File: config.mk
export PLATFORM = sky130hd
export DESIGN_NAME = nmcu_cache_dm
export DESIGN_NICKNAME = d
export VERILOG_FILES = /design/src/rtl/nmcu_cache_dm.sv
export SDC_FILE = /design/constraint.sdc
export NUM_CORES = 2
export LEC_CHECK = 0
export CORE_MARGIN = 1
export CORE_UTILIZATION = 51
export DETAILED_ROUTE_END_ITERATION = 8
export PLACE_DENSITY_LB_ADDON = 0.05
export REMOVE_ABC_BUFFERS = 1
export SYNTH_ARGS = -nofsm -noshare
export SYNTH_HDL_FRONTEND = slang
export SYNTH_SLANG_ARGS = --single-unit
File: constraint.sdc
create_clock -name i_clk -period 10 [get_ports i_clk]
set_input_delay 2 -clock i_clk [delete_from_list [all_inputs] [get_ports i_clk]]
set_output_delay 2 -clock i_clk [all_outputs]
set_load 0.01 [all_outputs]
File: src/rtl/nmcu_cache_dm.sv
// Direct-mapped, write-through, no-write-allocate cache between the Control Unit and memory.
// One outstanding request at a time, with a runtime bypass, a single-cycle flush and saturating read hit/miss counters.
module nmcu_cache_dm #(
  parameter int unsigned ADDR_W = 32,
  parameter int unsigned DATA_W = 32,
  parameter int unsigned LINES  = 64
) (
  input  logic              i_clk,
  input  logic              i_rst,
  input  logic              i_cache_en,
  input  logic              i_flush,
  input  logic              i_req_valid,
  output logic              o_req_ready,
  input  logic              i_req_we,
  input  logic [ADDR_W-1:0] i_req_addr,
  input  logic [DATA_W-1:0] i_req_wdata,
  output logic              o_resp_valid,
  output logic [DATA_W-1:0] o_resp_rdata,
  output logic              o_mem_req_valid,
  input  logic              i_mem_req_ready,
  output logic              o_mem_req_we,
  output logic [ADDR_W-1:0] o_mem_req_addr,
  output logic [DATA_W-1:0] o_mem_req_wdata,
  input  logic              i_mem_resp_valid,
  input  logic [DATA_W-1:0] i_mem_resp_rdata,
  output logic [31:0]       o_hit_cnt,
  output logic [31:0]       o_miss_cnt
);

  localparam int unsigned IDX_W = $clog2(LINES);
  localparam int unsigned TAG_W = ADDR_W - IDX_W;
  localparam int unsigned CNT_W = 32;

  typedef enum logic [1:0] {
    S_IDLE  = 2'd0,
    S_MREQ  = 2'd1,
    S_MWAIT = 2'd2,
    S_RESP  = 2'd3
  } state_t;

  state_t            r_state;
  logic [LINES-1:0]  r_valid;
  logic [TAG_W-1:0]  r_tag  [LINES];
  logic [DATA_W-1:0] r_data [LINES];
  logic              r_cached;

  logic [IDX_W-1:0]  w_idx;
  logic [TAG_W-1:0]  w_tag;
  logic [IDX_W-1:0]  w_lidx;
  logic [TAG_W-1:0]  w_ltag;
  logic              w_hit;
  logic              w_accept;
  logic              w_fill;
  logic              w_wr_upd;

  // Incoming request decode, plus the latched request reused for line fills
  assign w_idx    = i_req_addr[IDX_W-1:0];
  assign w_tag    = i_req_addr[ADDR_W-1:IDX_W];
  assign w_lidx   = o_mem_req_addr[IDX_W-1:0];
  assign w_ltag   = o_mem_req_addr[ADDR_W-1:IDX_W];
  assign w_hit    = r_valid[w_idx] && (r_tag[w_idx] == w_tag);
  assign w_accept = (r_state == S_IDLE) && !i_flush && i_req_valid;
  assign w_fill   = (r_state == S_MWAIT) && i_mem_resp_valid && r_cached;
  assign w_wr_upd = w_accept && i_req_we && i_cache_en && w_hit;

  // Flush blocks acceptance combinationally in the cycle it is raised
  assign o_req_ready = (r_state == S_IDLE) && !i_flush;

  // Tag/data arrays need no reset: a line is only trusted when its valid bit is set
  always_ff @(posedge i_clk) begin
    if (!i_rst) begin
      if (w_wr_upd) begin
        r_data[w_idx] <= i_req_wdata;
      end else if (w_fill) begin
        r_data[w_lidx] <= i_mem_resp_rdata;
        r_tag[w_lidx]  <= w_ltag;
      end
    end
  end

  always_ff @(posedge i_clk) begin
    if (i_rst) begin
      r_state         <= S_IDLE;
      r_valid         <= '0;
      r_cached        <= 1'b0;
      o_resp_valid    <= 1'b0;
      o_resp_rdata    <= '0;
      o_mem_req_valid <= 1'b0;
      o_mem_req_we    <= 1'b0;
      o_mem_req_addr  <= '0;
      o_mem_req_wdata <= '0;
      o_hit_cnt       <= '0;
      o_miss_cnt      <= '0;
    end else begin
      o_resp_valid <= 1'b0;
      case (r_state)
        S_IDLE: begin
          if (i_flush) begin
            r_valid <= '0;
          end else if (i_req_valid) begin
            o_mem_req_we    <= i_req_we;
            o_mem_req_addr  <= i_req_addr;
            o_mem_req_wdata <= i_req_wdata;
            r_cached        <= i_cache_en;
            if (!i_req_we && i_cache_en && w_hit) begin
              o_resp_valid <= 1'b1;
              o_resp_rdata <= r_data[w_idx];
              if (o_hit_cnt != '1) o_hit_cnt <= o_hit_cnt + CNT_W'(1);
              r_state <= S_RESP;
            end else begin
              o_mem_req_valid <= 1'b1;
              if (!i_req_we && i_cache_en && (o_miss_cnt != '1)) begin
                o_miss_cnt <= o_miss_cnt + CNT_W'(1);
              end
              r_state <= S_MREQ;
            end
          end
        end
        S_MREQ: begin
          if (i_mem_req_ready) begin
            o_mem_req_valid <= 1'b0;
            if (o_mem_req_we) begin
              o_resp_valid <= 1'b1;
              o_resp_rdata <= '0;
              r_state      <= S_RESP;
            end else begin
              r_state <= S_MWAIT;
            end
          end
        end
        S_MWAIT: begin
          if (i_mem_resp_valid) begin
            o_resp_valid <= 1'b1;
            o_resp_rdata <= i_mem_resp_rdata;
            if (r_cached) r_valid[w_lidx] <= 1'b1;
            r_state <= S_RESP;
          end
        end
        S_RESP: begin
          o_resp_rdata <= '0;
          r_state      <= S_IDLE;
        end
        default: r_state <= S_IDLE;
      endcase
    end
  end

endmodule

==> impl_metrics.csv <==
group,metric,value,unit
run_status,status,"complete, no violations",
synthesis,synth_top_area_share,72.5,%
grt,antenna_found_initial,23,
clock_network,clkLatencyLatePin,960,ps
clock_network,cts_resized,0,
grt,first_global_vias,80803,
floorplan,die_width,551,um
floorplan,core,0.300,mm^2
sta,worst_slack,1900,ps
synthesis,netlist_area,0.154,mm^2
sta,skew,34.9,ps
min_path,holdPathStages,2,
power_and_ir_drop,cellPowerDensity,201,mW/mm^2
sta,fin_crit_sh,81.0,%
floorplan,initial_core_util,51.3,%
routing,first_iter_violations,10607,
floorplan,pin_count,268,
sta,tightestPinTransition,1370,ps
setup_path,r2r_cells,13,
clock_network,cts.path.max_buffers,4,
sta,drv_slew,0,
sta,finalHoldViolCount,0,
layout,instances_no_fill,12362,
layout,fin_nets,8170,
place,numPortBuffers,267,
grt,grt_pass1_wl,658000,um
setup_path,cp_top_family,"buffers and inverters",
synthesis,synthDistinctLibCells,85,
synthesis,syn_inst,7526,
clock_network,hold_buffers,0,
floorplan,dieArea,0.304,mm^2
setup_path,r2r_setup_slack,3760,ps
place,place_ws,1020,ps
synthesis,synth_edf_count,3712,
layout,fill_cells,21826,
setup_path,path_buf_inv,7,
sta,period_needed,8100,ps
setup_path,max_stage_delay,970,ps
synthesis,async_flop_share,0,%
sta,rsz0062_at_grt,"no",
power_and_ir_drop,ir_drop,158,uV
synthesis,synth.avg_cell_area,20.4,um^2
power_and_ir_drop,leakagePower,56.2,nW
setup_path,critical_path_class,"in2reg",
setup_path,crit_top_cell,"buf_4",
floorplan,row_count,201,
routing,firstDrtPassIters,8,
sta,tns,0,ps
place,dp_cells,11615,
setup_path,cp_num_cells,18,
sta,max_slew_margin,8.60,%
grt,grt_max_degree,135,
setup_path,crit_fanout,64,
setup_path,path_cells,"buf_8 > buf_12 > buf_4 > buf_4 > mux4_2 > and2_1 > a2111oi_0 > buf_4 > nor4_1 > xnor2_1 > o211ai_1 > nor4_1 > nor4bb_4 > and3_1 > buf_4 > nor2_4 > buf_4 > mux2_2",
layout,area_delta_synth_final,14.6,%
routing,detail-route-antenna-nets,0,
setup_path,end_kind,"register",
setup_path,worst_ep_arrival_time,8690,ps
sta,setup_viol,0,
routing,totalWireLength,480000,um
routing,wl_per_cell,38.8,um
routing,routed_via_density,6.63,
routing,dr_total_vias,81986,
clock_network,cts_buffers,401,
run,drv_cap,0,
clock_network,clk_pin_slew,60,ps
layout,drive_gt1_share,24.4,%
clock_network,cts.sinks,3942,
clock_network,htreeDepth,5,
setup_path,crit_slowest_cell,"mux2_2",
grt,gr-total-overflow,0,
clock_network,cts_root_buf,"clkbuf_16",
min_path,hold_class,"reg2reg",
grt,groute.usage.overall,31.7,%
synthesis,yosysWarnings,0,
sta,fmax,123,MHz
setup_path,worstSetupStartpointType,"primary input",
power_and_ir_drop,power,35.4,mW
clock_network,post-cts-setup-buffers,0,
synthesis,yosys.area.top_type,"edfxtp_1",
setup_path,worstPathRequired,10590,ps
floorplan,die_h,551,um
synthesis,seq_area_frac_synth,75.5,%
routing,drc,0,
sta,fin_hold_ws,454,ps
synthesis,synth_ff_type,"edfxtp_1",
place,globalplace.congestion,0.873,
clock_network,cts_tree,"yes",
place,dp.final_hpwl,272000,um
synthesis,synth_seq_cells,3942,
synthesis,synth_area_leaders,"edfxtp_1 (72%), mux4_2 (13%), dfxtp_1 (3.0%)",
-- layer usage --
| metal | up-vias | global-route usage [%] | share of wire (%) |
|---|---|---|---|
| met5 | - | 0 | 0.012 |
| met4 | 6 | 14.2 | 5.1 |
| met3 | 919 | 4.85 | 8.1 |
| met2 | 4352 | 51.3 | 48 |
| met1 | 44236 | 43.1 | 39 |
| li1 | 32473 | - | - |
-- placed cells by master (no fill, tap or decap), drive strengths merged, types with 28 or more instances in the layout --
cell	count
nand3	114
a22oi	186
buf	320
nand4	55
or3	29
inv	33
mux2	58
nand2	294
a21oi	205
mux2i	415
edfxtp	3712
o21ai	59
clkbuf	521
a31oi	29
o22ai	31
clkinv	166
bufinv	30
mux4	907
and3	46
nor2	200
nor3	60
clkdlybuf4s50	260
dfxtp	230
nor2b	28
-- stage by stage --
step / util [%] / cell area (um^2)
floorplan: - / 152000
global placement: 54.5 / 163000
detailed placement: 54.5 / 163000
CTS: 58.8 / 176000
global route: 58.8 / 176000
finish: 58.8 / 176000
-- power breakdown --
| part | internal, mW | leakage (nW) | switching, mW |
|---|---|---|---|
| Combinational | 0.797 | 14.4 | 1.61 |
| Clock | 8.43 | 6.21 | 6.28 |
| Sequential | 18.2 | 35.6 | 0.0931 |
-- final timing paths --
check | startpoint | end
setup / recovery | i_req_addr[2] | r_data[23][7]
hold / removal | o_mem_req_wdata[16] | o_mem_req_wdata[16]
setup reg to reg | r_tag[14][3] | r_data[23][7]
hold reg to reg | o_mem_req_wdata[16] | o_mem_req_wdata[16]
-- layout make-up --
| cell class | instances | area, um^2 | area share [%] |
|---|---|---|---|
| antenna | 3 | 7.51 | 0.00426 |
| clock buffer | 520 | 10900 | 6.17 |
| clock inverter | 224 | 1910 | 1.08 |
| inverter | 24 | 100 | 0.0568 |
| multi-input combinational | 3110 | 36700 | 20.8 |
| sequential | 3942 | 116000 | 65.9 |
| tap | 3958 | 4950 | 2.81 |
| timing repair buffer | 581 | 5650 | 3.20 |
-- cells in the mapped netlist, types with 14 or more instances --
cell type     n
o22ai_1      31
buf_2       129
and2_1       22
o31ai_1      24
mux2_2       24
a211oi_1     24
o21ai_0      55
a21oi_1     205
nand3_1     111
a31oi_1      29
mux2_4       20
dfxtp_1     230
a22oi_1     186
nand4_1      53
nor2_1      199
nor3_1       60
inv_1        20
nand2_1     293
nor2b_1      28
buf_1        34
nand2b_1     18
mux2i_1     415
clkbuf_1    213
buf_4        45
a221oi_1     27
mux4_2      906
edfxtp_1   3712
or3_1        29
xnor2_1      27
a22o_1       26
nand3b_1     20
mux2_1       14
and3_1       46
a31o_2       20
buf_6        27
-- cells by family (layout without fill, tap and decap cells) --
| kind of cell | Yosys count | in the layout | share of synthesized area [%] |
|---|---|---|---|
| flops | 3942 | 3942 | 75.5 |
| buf+inv | 474 | 1349 | 1.52 |
| fa+ha+maj | 6 | 6 | 0.0488 |
| mux | 1380 | 1380 | 16.5 |
| compound gates | 736 | 736 | 3.24 |
| simple gates | 948 | 948 | 3.02 |
| xor+xnor | 40 | 40 | 0.228 |
| other cells | 0 | 3 | 0 |
-- worst min-delay path, stage by stage (launching register included) --
cell and delay, ps:
dfxtp_1 310, nand2_1 50, a21oi_1 50
-- sequential cells by signal, summed over array words and instances, names as in the netlist --
name / count
r_data: 2048
r_tag: 1664
r_valid: 64
o_hit_cnt: 32
o_mem_req_addr: 32
o_mem_req_wdata: 32
o_miss_cnt: 32
o_resp_rdata: 32
r_state: 2
o_mem_req_valid: 1
o_mem_req_we: 1
o_resp_valid: 1
r_cached: 1
No activity file was read; power rests on OpenSTA's default activity.
